### src/rtl/buffer_link_arbiter_pkg.sv
// rtl/buffer_link_arbiter_pkg.sv - shared types and constants for the buffer link arbiter
package buffer_pkg;

  localparam int NUM_LINKS = 4;
  localparam int LINK_W    = 2;

  typedef enum logic [1:0] {
    IDLE    = 2'd0,
    SINGLE  = 2'd1,
    PAIR_LO = 2'd2,
    PAIR_HI = 2'd3
  } arb_state_t;

  function automatic logic [NUM_LINKS-1:0] link_onehot(input logic [LINK_W-1:0] idx);
    return NUM_LINKS'(1) << idx;
  endfunction

endpackage

### src/rtl/buffer_link_arbiter_if.sv
// rtl/buffer_link_arbiter_if.sv - link request / grant / buffer write-port bundle
interface buffer_link_arbiter_if;
  import buffer_pkg::*;

  logic [NUM_LINKS-1:0] req;
  logic                 multi_width;
  logic                 buf_full;
  logic [NUM_LINKS-1:0] grant;
  logic [LINK_W-1:0]    link_num;
  logic                 wr_en;

  modport master (
    output req, multi_width, buf_full,
    input  grant, link_num, wr_en
  );

  modport slave (
    input  req, multi_width, buf_full,
    output grant, link_num, wr_en
  );

endinterface

### src/rtl/buffer_link_arbiter_rr_pick.sv
// rtl/buffer_link_arbiter_rr_pick.sv - rotate-priority encoder, first set bit at or after start
module buffer_rr_pick
  import buffer_pkg::*;
(
  input  logic [NUM_LINKS-1:0] req_vec,
  input  logic [LINK_W-1:0]    start,
  output logic                 valid,
  output logic [LINK_W-1:0]    idx
);

  logic [LINK_W-1:0] cand;

  // Walk from the farthest offset down so the nearest requester wins.
  always_comb begin
    idx  = '0;
    cand = '0;
    for (int i = NUM_LINKS - 1; i >= 0; i--) begin
      cand = start + LINK_W'(i);
      if (req_vec[cand]) idx = cand;
    end
  end

  assign valid = |req_vec;

endmodule

### src/rtl/buffer_link_arbiter.sv
// rtl/buffer_link_arbiter.sv - round-robin arbiter for the shared buffer write port
// Optional per-link saturating word counters on stat_cnt when BUFFER_ARB_STATS_EN is defined.
module buffer_link_arbiter
  import buffer_pkg::*;
#(
  parameter int BURST_LEN = 4,
  parameter int CNT_W     = 16
) (
  input  logic                       clk,
  input  logic                       rst,
  buffer_link_arbiter_if.slave       bus
`ifdef BUFFER_ARB_STATS_EN
  ,
  output logic [NUM_LINKS*CNT_W-1:0] stat_cnt
`endif
);

  localparam logic [3:0] BURST_LAST = 4'(BURST_LEN);

  arb_state_t           state;
  logic [LINK_W-1:0]    ptr;
  logic [LINK_W-1:0]    link_q;
  logic [NUM_LINKS-1:0] grant_q;
  logic [3:0]           beat;
  logic [3:0]           beat_inc;

  logic                 s_valid;
  logic                 p_valid;
  logic [LINK_W-1:0]    s_idx;
  logic [LINK_W-1:0]    p_idx;
  logic [NUM_LINKS-1:0] pair_req;
  logic [LINK_W-1:0]    lo_link;
  logic [LINK_W-1:0]    hi_link;
  logic                 pair_ok;
  logic                 accept;

  assign pair_req = {2'b00, bus.req[3] & bus.req[2], bus.req[1] & bus.req[0]};
  assign lo_link  = {link_q[1], 1'b0};
  assign hi_link  = {link_q[1], 1'b1};
  assign pair_ok  = bus.req[lo_link] & bus.req[hi_link];
  assign accept   = (|(grant_q & bus.req)) & ~bus.buf_full;
  assign beat_inc = beat + 4'd1;

  assign bus.wr_en    = accept;
  assign bus.grant    = grant_q;
  assign bus.link_num = link_q;

  buffer_rr_pick u_single_pick (
    .req_vec (bus.req),
    .start   (ptr),
    .valid   (s_valid),
    .idx     (s_idx)
  );

  // Pair selection reuses the encoder on a two-entry vector; pair p maps to link 2p.
  buffer_rr_pick u_pair_pick (
    .req_vec (pair_req),
    .start   ({1'b0, ptr[1]}),
    .valid   (p_valid),
    .idx     (p_idx)
  );

  // Back-pressure freezes the whole scheduler; a grant is never withdrawn while full.
  always_ff @(posedge clk or negedge rst) begin
    if (!rst) begin
      state   <= IDLE;
      ptr     <= '0;
      beat    <= '0;
      grant_q <= '0;
      link_q  <= '0;
    end else if (!bus.buf_full) begin
      case (state)
        IDLE: begin
          beat <= '0;
          if (!bus.multi_width && s_valid) begin
            state   <= SINGLE;
            grant_q <= link_onehot(s_idx);
            link_q  <= s_idx;
          end else if (bus.multi_width && p_valid) begin
            state   <= PAIR_LO;
            grant_q <= link_onehot({p_idx[0], 1'b0});
            link_q  <= {p_idx[0], 1'b0};
          end else begin
            grant_q <= '0;
            link_q  <= '0;
          end
        end
        SINGLE: begin
          if (!accept || beat_inc == BURST_LAST) begin
            state   <= IDLE;
            grant_q <= '0;
            link_q  <= '0;
            beat    <= '0;
            ptr     <= link_q + 2'd1;
          end else begin
            beat <= beat_inc;
          end
        end
        PAIR_LO: begin
          if (!pair_ok) begin
            state   <= IDLE;
            grant_q <= '0;
            link_q  <= '0;
          end else begin
            state   <= PAIR_HI;
            grant_q <= link_onehot(hi_link);
            link_q  <= hi_link;
          end
        end
        PAIR_HI: begin
          // The high word must land once the low word has; a missing high request only stalls.
          if (accept) begin
            if (beat_inc == BURST_LAST || !pair_ok) begin
              state   <= IDLE;
              grant_q <= '0;
              link_q  <= '0;
              beat    <= '0;
              ptr     <= {~link_q[1], 1'b0};
            end else begin
              state   <= PAIR_LO;
              grant_q <= link_onehot(lo_link);
              link_q  <= lo_link;
              beat    <= beat_inc;
            end
          end
        end
        default: state <= IDLE;
      endcase
    end
  end

`ifdef BUFFER_ARB_STATS_EN
  logic [CNT_W-1:0] cnt [NUM_LINKS];

  always_ff @(posedge clk or negedge rst) begin
    if (!rst) begin
      for (int i = 0; i < NUM_LINKS; i++) cnt[i] <= '0;
    end else if (accept && cnt[link_q] != '1) begin
      cnt[link_q] <= cnt[link_q] + CNT_W'(1);
    end
  end

  for (genvar gi = 0; gi < NUM_LINKS; gi++) begin : g_stat
    assign stat_cnt[gi*CNT_W +: CNT_W] = cnt[gi];
  end
`endif

endmodule

### src/flat_wrapper.sv
// flat-port wrapper written by rule: the top's interface ports become plain ports
module buffer_link_arbiter_flat import buffer_pkg::*;
#(
  parameter int BURST_LEN = 4,
  parameter int CNT_W     = 16
)
  (clk, rst, bus_req, bus_multi_width, bus_buf_full, bus_grant, bus_link_num, bus_wr_en);
  buffer_link_arbiter_if bus_i ();
  input  logic clk;
  input  logic rst;
  input wire logic [$bits(bus_i.req)-1:0] bus_req;
  input wire logic [$bits(bus_i.multi_width)-1:0] bus_multi_width;
  input wire logic [$bits(bus_i.buf_full)-1:0] bus_buf_full;
  output wire logic [$bits(bus_i.grant)-1:0] bus_grant;
  output wire logic [$bits(bus_i.link_num)-1:0] bus_link_num;
  output wire logic [$bits(bus_i.wr_en)-1:0] bus_wr_en;
  assign bus_i.req = bus_req;
  assign bus_i.multi_width = bus_multi_width;
  assign bus_i.buf_full = bus_buf_full;
  assign bus_grant = bus_i.grant;
  assign bus_link_num = bus_i.link_num;
  assign bus_wr_en = bus_i.wr_en;
  buffer_link_arbiter #(.BURST_LEN(BURST_LEN), .CNT_W(CNT_W)) u_core (.clk(clk), .rst(rst), .bus(bus_i));
endmodule
### config.mk
export PLATFORM = sky130hd
export DESIGN_NAME = buffer_link_arbiter_flat
export DESIGN_NICKNAME = d
export VERILOG_FILES = /design/src/rtl/buffer_link_arbiter_pkg.sv /design/src/rtl/buffer_link_arbiter_if.sv /design/src/rtl/buffer_link_arbiter_rr_pick.sv /design/src/rtl/buffer_link_arbiter.sv /design/src/flat_wrapper.sv
export SDC_FILE = /design/constraint.sdc
export NUM_CORES = 1
export LEC_CHECK = 0
export ABC_AREA = 1
export CORE_MARGIN = 4
export CORE_UTILIZATION = 54
export DETAILED_ROUTE_END_ITERATION = 8
export PLACE_DENSITY = 0.79
export RECOVER_POWER = 50
export SYNTH_ARGS = -nofsm -noshare
export SYNTH_HDL_FRONTEND = slang
export SYNTH_SLANG_ARGS = --single-unit
### constraint.sdc
create_clock -name clk -period 1.7 [get_ports clk]
set_input_delay 0.17 -clock clk [delete_from_list [all_inputs] [get_ports clk]]
set_output_delay 0.17 -clock clk [all_outputs]
set_load 0.02 [all_outputs]
Word-level counts from Yosys, hierarchy flattened. Cells that the tools add are included.

Output and inout bits: 7. Register bits: 14. Word-level logic and storage cells: 118.

Bitwise logic cells: 7. Equal/unequal tests: 9. Multiplexer cells: 56. Shifts and indexed selects: 4. Reduce and logical (&&, ||, !) cells: 18. Magnitude comparators: 10. Add/sub/neg operators: 8.

Operators by type and width (count): 2-to-1 mux 2 bit (18); 2-to-1 mux 4 bit (9); less-than comparator 2 x 3 -> 1 bit, second input constant (9); 2-to-1 mux 1 bit (17); case mux 2 bit (4 select lines) (2); case mux 4 bit (4 select lines) (1); left shift 1 x 2 -> 4 bit, first input constant (4); binary-select mux 1 bit (select 2 bit) (7); case mux 4 bit (3 select lines) (1); AND reduction 5 bit (2); OR reduction 4 bit (2); inequality test 2 x 1 -> 1 bit, second input constant (3); AND reduction 3 bit (2); adder 1 x 2 -> 2 bit, second input constant (2); adder 2 x 1 -> 2 bit, second input constant (2); adder 2 bit, second input constant (2); adder 4 x 1 -> 4 bit, second input constant (1); AND 1 bit (4); AND 4 bit (1); == test 2 bit, second input constant (2); == test 4 x 3 -> 1 bit, second input constant (1); case mux 2 bit (2 select lines) (1); AND reduction 4 bit (1); logical NOT 1 bit (3); other kinds (12) (15).

Logic depth before layout (Yosys ltp).
Depth in word-level cells: 11. Mapped depth: 14. Depth with buffers taken out: 13.

Modules after synthesis. From an unflattened synthesis, not the netlist that was laid out.

Cell total of the unflattened synthesis: 245. Area total of the unflattened synthesis: 1416.4 um^2.

By module, submodules not included: buffer_link_arbiter (area each 1038.5 um^2, times used 1, cells each 153); buffer_rr_pick (area each 188.9 um^2, times used 2, cells each 46).

Worst setup path before layout. No wires, ideal clock.

Kind: flip-flop to flip-flop. Start: reg u_core.grant_q[0] (netlist: u_core.bus.grant[0]). End: reg u_core.state[0]. Stages on the path, launching flop included: 11. Setup slack: 0.190 ns. Buffers on the path: 0. Data arrival time: 1.384 ns. Cells stage by stage: dfrtp_1 -> nand2_1 -> nand2_1 -> o21ai_2 -> inv_2 -> nand3_2 -> nand2_4 -> inv_2 -> o21ai_2 -> nor2_1 -> a21oi_1.

Cells in the longest elaborated chain, start to end: 7. Elaborated cells between the ends (all ways): 8. Classes of those cells: 2 x eq/ne; 2 x bitwise; 4 x reduce/logical.

Ends and longest elaborated chain: start, declared (line buffer_link_arbiter.sv:23) `logic [NUM_LINKS-1:0] grant_q;`; start signal, assigned (line buffer_link_arbiter.sv:77) `grant_q <= link_onehot(s_idx);`; start signal, assigned (line buffer_link_arbiter.sv:81) `grant_q <= link_onehot({p_idx[0], 1'b0});`; start signal, assigned (line buffer_link_arbiter.sv:106) `grant_q <= link_onehot(hi_link);`; AND 4 bit (*) (line buffer_link_arbiter.sv:41) `assign accept = (|(grant_q & bus.req)) & ~bus.buf_full;`; OR reduction 4 bit (*) (line buffer_link_arbiter.sv:41); AND 1 bit (*) (line buffer_link_arbiter.sv:41); named net bus_wr_en (line flat_wrapper.sv:16) `output wire logic [$bits(bus_i.wr_en)-1:0] bus_wr_en;`; logical NOT 1 bit (line buffer_link_arbiter.sv:89) `if (!accept || beat_inc == BURST_LAST) begin`; logical OR 1 bit (line buffer_link_arbiter.sv:89); inequality test 2 x 1 -> 1 bit (no source line); AND reduction 4 bit (no source line) (*); end signal, assigned (line buffer_link_arbiter.sv:90) `state <= IDLE;`; end signal, assigned (line buffer_link_arbiter.sv:101) `state <= IDLE;`; end signal, assigned (line buffer_link_arbiter.sv:105) `state <= PAIR_HI;`; end, declared (line buffer_link_arbiter.sv:20) `arb_state_t state;`.

Mark *: on every way through the listed nets, which the timed path passes. The rest lies on a longest branch. A chain may end at the register's enable or synchronous reset.

Worst setup path in the final report.
Start: reg u_core.beat[0]. End: reg u_core.beat[0].

Cells in the longest elaborated chain, start to end: 6. Elaborated cells between the ends (all ways): 8. Classes of those cells: 1 x add/sub; 1 x eq/ne; 4 x mux; 2 x reduce/logical.

Ends and longest elaborated chain: start, declared (line buffer_link_arbiter.sv:24) `logic [3:0] beat;`; start signal, assigned (line buffer_link_arbiter.sv:96) `beat <= beat_inc;`; start signal, assigned (line buffer_link_arbiter.sv:123) `beat <= beat_inc;`; adder 4 x 1 -> 4 bit (*) (line buffer_link_arbiter.sv:42) `assign beat_inc = beat + 4'd1;`; == test 4 x 3 -> 1 bit (line buffer_link_arbiter.sv:89, buffer_link_arbiter.sv:113); logical OR 1 bit (line buffer_link_arbiter.sv:113) `if (beat_inc == BURST_LAST || !pair_ok) begin`; 2-to-1 mux 4 bit (line buffer_link_arbiter.sv:113); 2-to-1 mux 4 bit (line buffer_link_arbiter.sv:112) `if (accept) begin`; case mux 4 bit (3 select lines) (*) (line buffer_link_arbiter.sv:72) `case (state)`.

Mark *: on every way between the ends. The rest lies on a longest branch, timed or not. The select of a mux whose other input is x is not followed.

==> impl_results.md <==
* Top cell type's share of synthesized area at 31.3%
* Row cnt at 16
* Max-slew violations at 0
* Hold_buf cts at 0
* Int Pwr at 1240 uW
* Multi-input logic area at 729 um^2
* Post-place setup slack at -0.110 ns
* Crit Path Max Fanout at 5
* H-tree depth at 1
* Sequential Area at 352 um^2
* Total GRT Usage at 22.0%
* Initial antenna violation count at 0
* DR vias at 1,234
* Cell taking the most area after synthesis: dfrtp_1
* Layout Nets at 207
* Comb power frac at 65.2%
* Critical path required time at 1.85 ns
* P_leak at 0.000763 uW
* ANT cells at 0
* Setup Skew at 0.000729 ns
* Fill cells at 155
* Fin crit period at 1.73 ns
* Count of cell types in the netlist at 26
* Mapped Nets at 175
* RSZ-0062 raised after global routing: yes
* Global-route wire length before repair at 4620 um
* Total gr overflow at 0
* Initial Util at 57.1%
* Met3 wire length at 197 um
* DR pass1 iterations at 4
* Placed Instances at 215
* Final WS setup at -0.0311 ns
* Max Cap Viol at 0
* Worst Tran Pin Value at 0.637 ns
* Worst-path clk slew at 0.09 ns
* Die area at 0.00287 mm^2
* Non-filler cells, final at 223
* Post-Place Cell Area at 0.00136 mm^2
* DRC viols at 0
* Tot Pwr at 2520 uW
* Critical path type: reg -> reg
* CP max stage delay at 0.45 ns
* Syn_area_per_cell at 6.79 um^2
* DR top layer: met4
* TritonCTS Sinks at 14
* Crit path max-delay cell type: dfrtp_1
* Critical path arrival at 1.89 ns
* DR iter-0 viols at 58
* P per Cell Area at 1680 mW/mm^2
* Most Frequent Cell on Critical Path: a21oi_1
* CP Capture Type: register
* Sw Ratio at 50.8%
* Synth top area cells: dfrtp_1 31%, nand2_1 16%, nand3_1 6.3%, nor2_1 5.7%, inv_1 5.4%
* Setup Viol. Count Final at 3
* Wire length on met1 at 1280 um
* Clk root buf: clkbuf_4
* Syn. warnings at 0
* Tcrit/Tclk final at 102%
* Startpoint class of the critical path: register
* FMAX at 578 MHz
* CTS Buf Count at 3
* Core area at 0.00196 mm^2
* Sequential fraction of the synthesis area at 31.3%
* Post-route design area at 0.00150 mm^2
* WL met2 at 1580 um
* NetSw at 1280 uW
* Worst slew margin at 57.4%
* Clk pwr share at 9.7%
* Routed WL at 3120 um
* Via density at 5.53
* Port buffer count at 14
* Share of cells above drive strength 1 at 26.5%
* Routed length per instance at 14.0 um
* Remaining antenna violation count at 0
* Outcome: complete, but fails checks
* Hold crit path type: in -> async
* Largest net degree at the start of global routing at 15
* Crit-path cells: ha_2 > xor2_2 > nand3_2 > nand3_4 > o21ai_1 > a21oi_1 > a21oi_1
* Sequential Power Share at 25.1%
* GP Congestion at 0.932
* Vias in the first global route at 1,122
* Failing checks: negative setup slack
* CTS tree: yes
* CTS Buffer Depth at 2
* Mapped Area at 0.00112 mm^2
* Fin. Hold Viols at 0
* Synthesized flop and latch total at 14
* Die height at 53.6 um
* Worst VDD drop at 1.19 mV
* Synth-to-Final Area Change at 33.6%
* Worst skew pair latency at 0.28 ns
* Ports at 15
* Post-synthesis instance total at 165
* Chip width at 53.6 um
* DP HPWL at 2220 um
[layout by cell type, fill, tap and decap left out, drive strengths merged, types with 4 or more instances in the layout]
cell | Yosys | final
nand2 | 56 | 56
inv | 23 | 23
nor2 | 22 | 22
nand3 | 18 | 18
buf | 1 | 14
dfrtp | 14 | 14
clkdlybuf4s50 | 0 | 12
a21oi | 12 | 12
o21ai | 9 | 9
clkbuf | 0 | 4
[cells by family (layout without fill, tap and decap cells)]
| family | Yosys count | in the layout | share of synthesized area, % |
|---|---|---|---|
| AOI/OAI and AO/OA | 23 | 23 | 12.9 |
| xor gates and xnor gates | 3 | 3 | 2.34 |
| adders and majority gates | 2 | 2 | 2.23 |
| buffers and inverters | 24 | 55 | 9.15 |
| DFF | 14 | 14 | 31.3 |
| and+or+nand+nor | 99 | 99 | 42.1 |
[worst paths after layout]
check,depth (start not counted),slack (ns),to,start
worst max-delay path,7,-0.03,u_core.beat[0],u_core.beat[0]
min in group clk,2,0.54,u_core.beat[3],u_core.beat[3]
max in group asynchronous,1,0.91,u_core.ptr[0],rst
worst min register to register,2,0.54,u_core.beat[3],u_core.beat[3]
worst max register to register,7,-0.03,u_core.beat[0],u_core.beat[0]
worst min-delay path,1,0.34,u_core.beat[3],rst
[power groups by stage]
| stage | logic, uW | registers (uW) | clock network (uW) |
|---|---|---|---|
| floorplan | 959 | 650 | 0 |
| global placement | 1400 | 621 | 0 |
| detailed placement | 1440 | 628 | 0 |
| CTS | 1450 | 622 | 246 |
| global route | 1800 | 647 | 258 |
| finish | 1640 | 633 | 243 |
[state kept, by name (all words and copies together), names as in the netlist]
signal and cells:
u_core.beat 4, u_core.state 2, u_core.ptr 2, u_core.bus.grant 4
u_core.bus.link_num 2
[synthesized netlist by cell type]
cell     count
a21oi_1      9
a21oi_2      2
a21oi_4      1
a22oi_1      1
a31oi_1      1
buf_6        1
dfrtp_1     14
ha_1         2
inv_1       16
inv_2        6
inv_6        1
nand2_1     49
nand2_2      6
nand2_4      1
nand3_1     14
nand3_2      4
nand4_1      1
nor2_1      17
nor2_2       2
nor2_4       3
nor3_1       1
nor3b_1      1
o21ai_0      5
o21ai_1      2
o21ai_2      2
xor2_1       3
[metal layers]
layer / global-route usage [%] / vias to the layer above
met2: 40.2 / 51
met5: 0 / -
met1: 25.9 / 585
met4: 6.38 / 0
li1: - / 590
met3: 4.16 / 8
[worst max-delay path, delay by kind of cell (launching register included)]
kind	cells	cell delay, ns
xor gates and xnor gates	1	0.19
AOI/OAI and AO/OA	3	0.40
DFF	1	0.45
adders and majority gates	1	0.23
and+or+nand+nor	2	0.33
[metrics by stage]
step	TNS [ns]	util, %	hold WS [ns]
global placement	-0.281	69.3	0.504
global route	-0.704	76.3	0.383
finish	-0.0544	76.3	0.342
CTS	-0.00142	71.2	0.289
detailed placement	-0.624	69.3	0.512
floorplan	0	-	-0.126
[area by class of cell]
| type | instances | area share [%] |
|---|---|---|
| Inverter | 23 | 6.60 |
| Clock buffer | 4 | 2.42 |
| Multi-Input combinational cell | 127 | 48.7 |
| Tap cell | 27 | 2.26 |
| Timing Repair Buffer | 28 | 16.5 |
| Sequential cell | 14 | 23.5 |
[timing repair]
action                                  CTS  global route
pin swaps                                 0             5
buffers inserted                          0             4
gates resized for setup                   2            17
endpoints found under the setup margin    2            10
(Power assumes the default switching activity.)
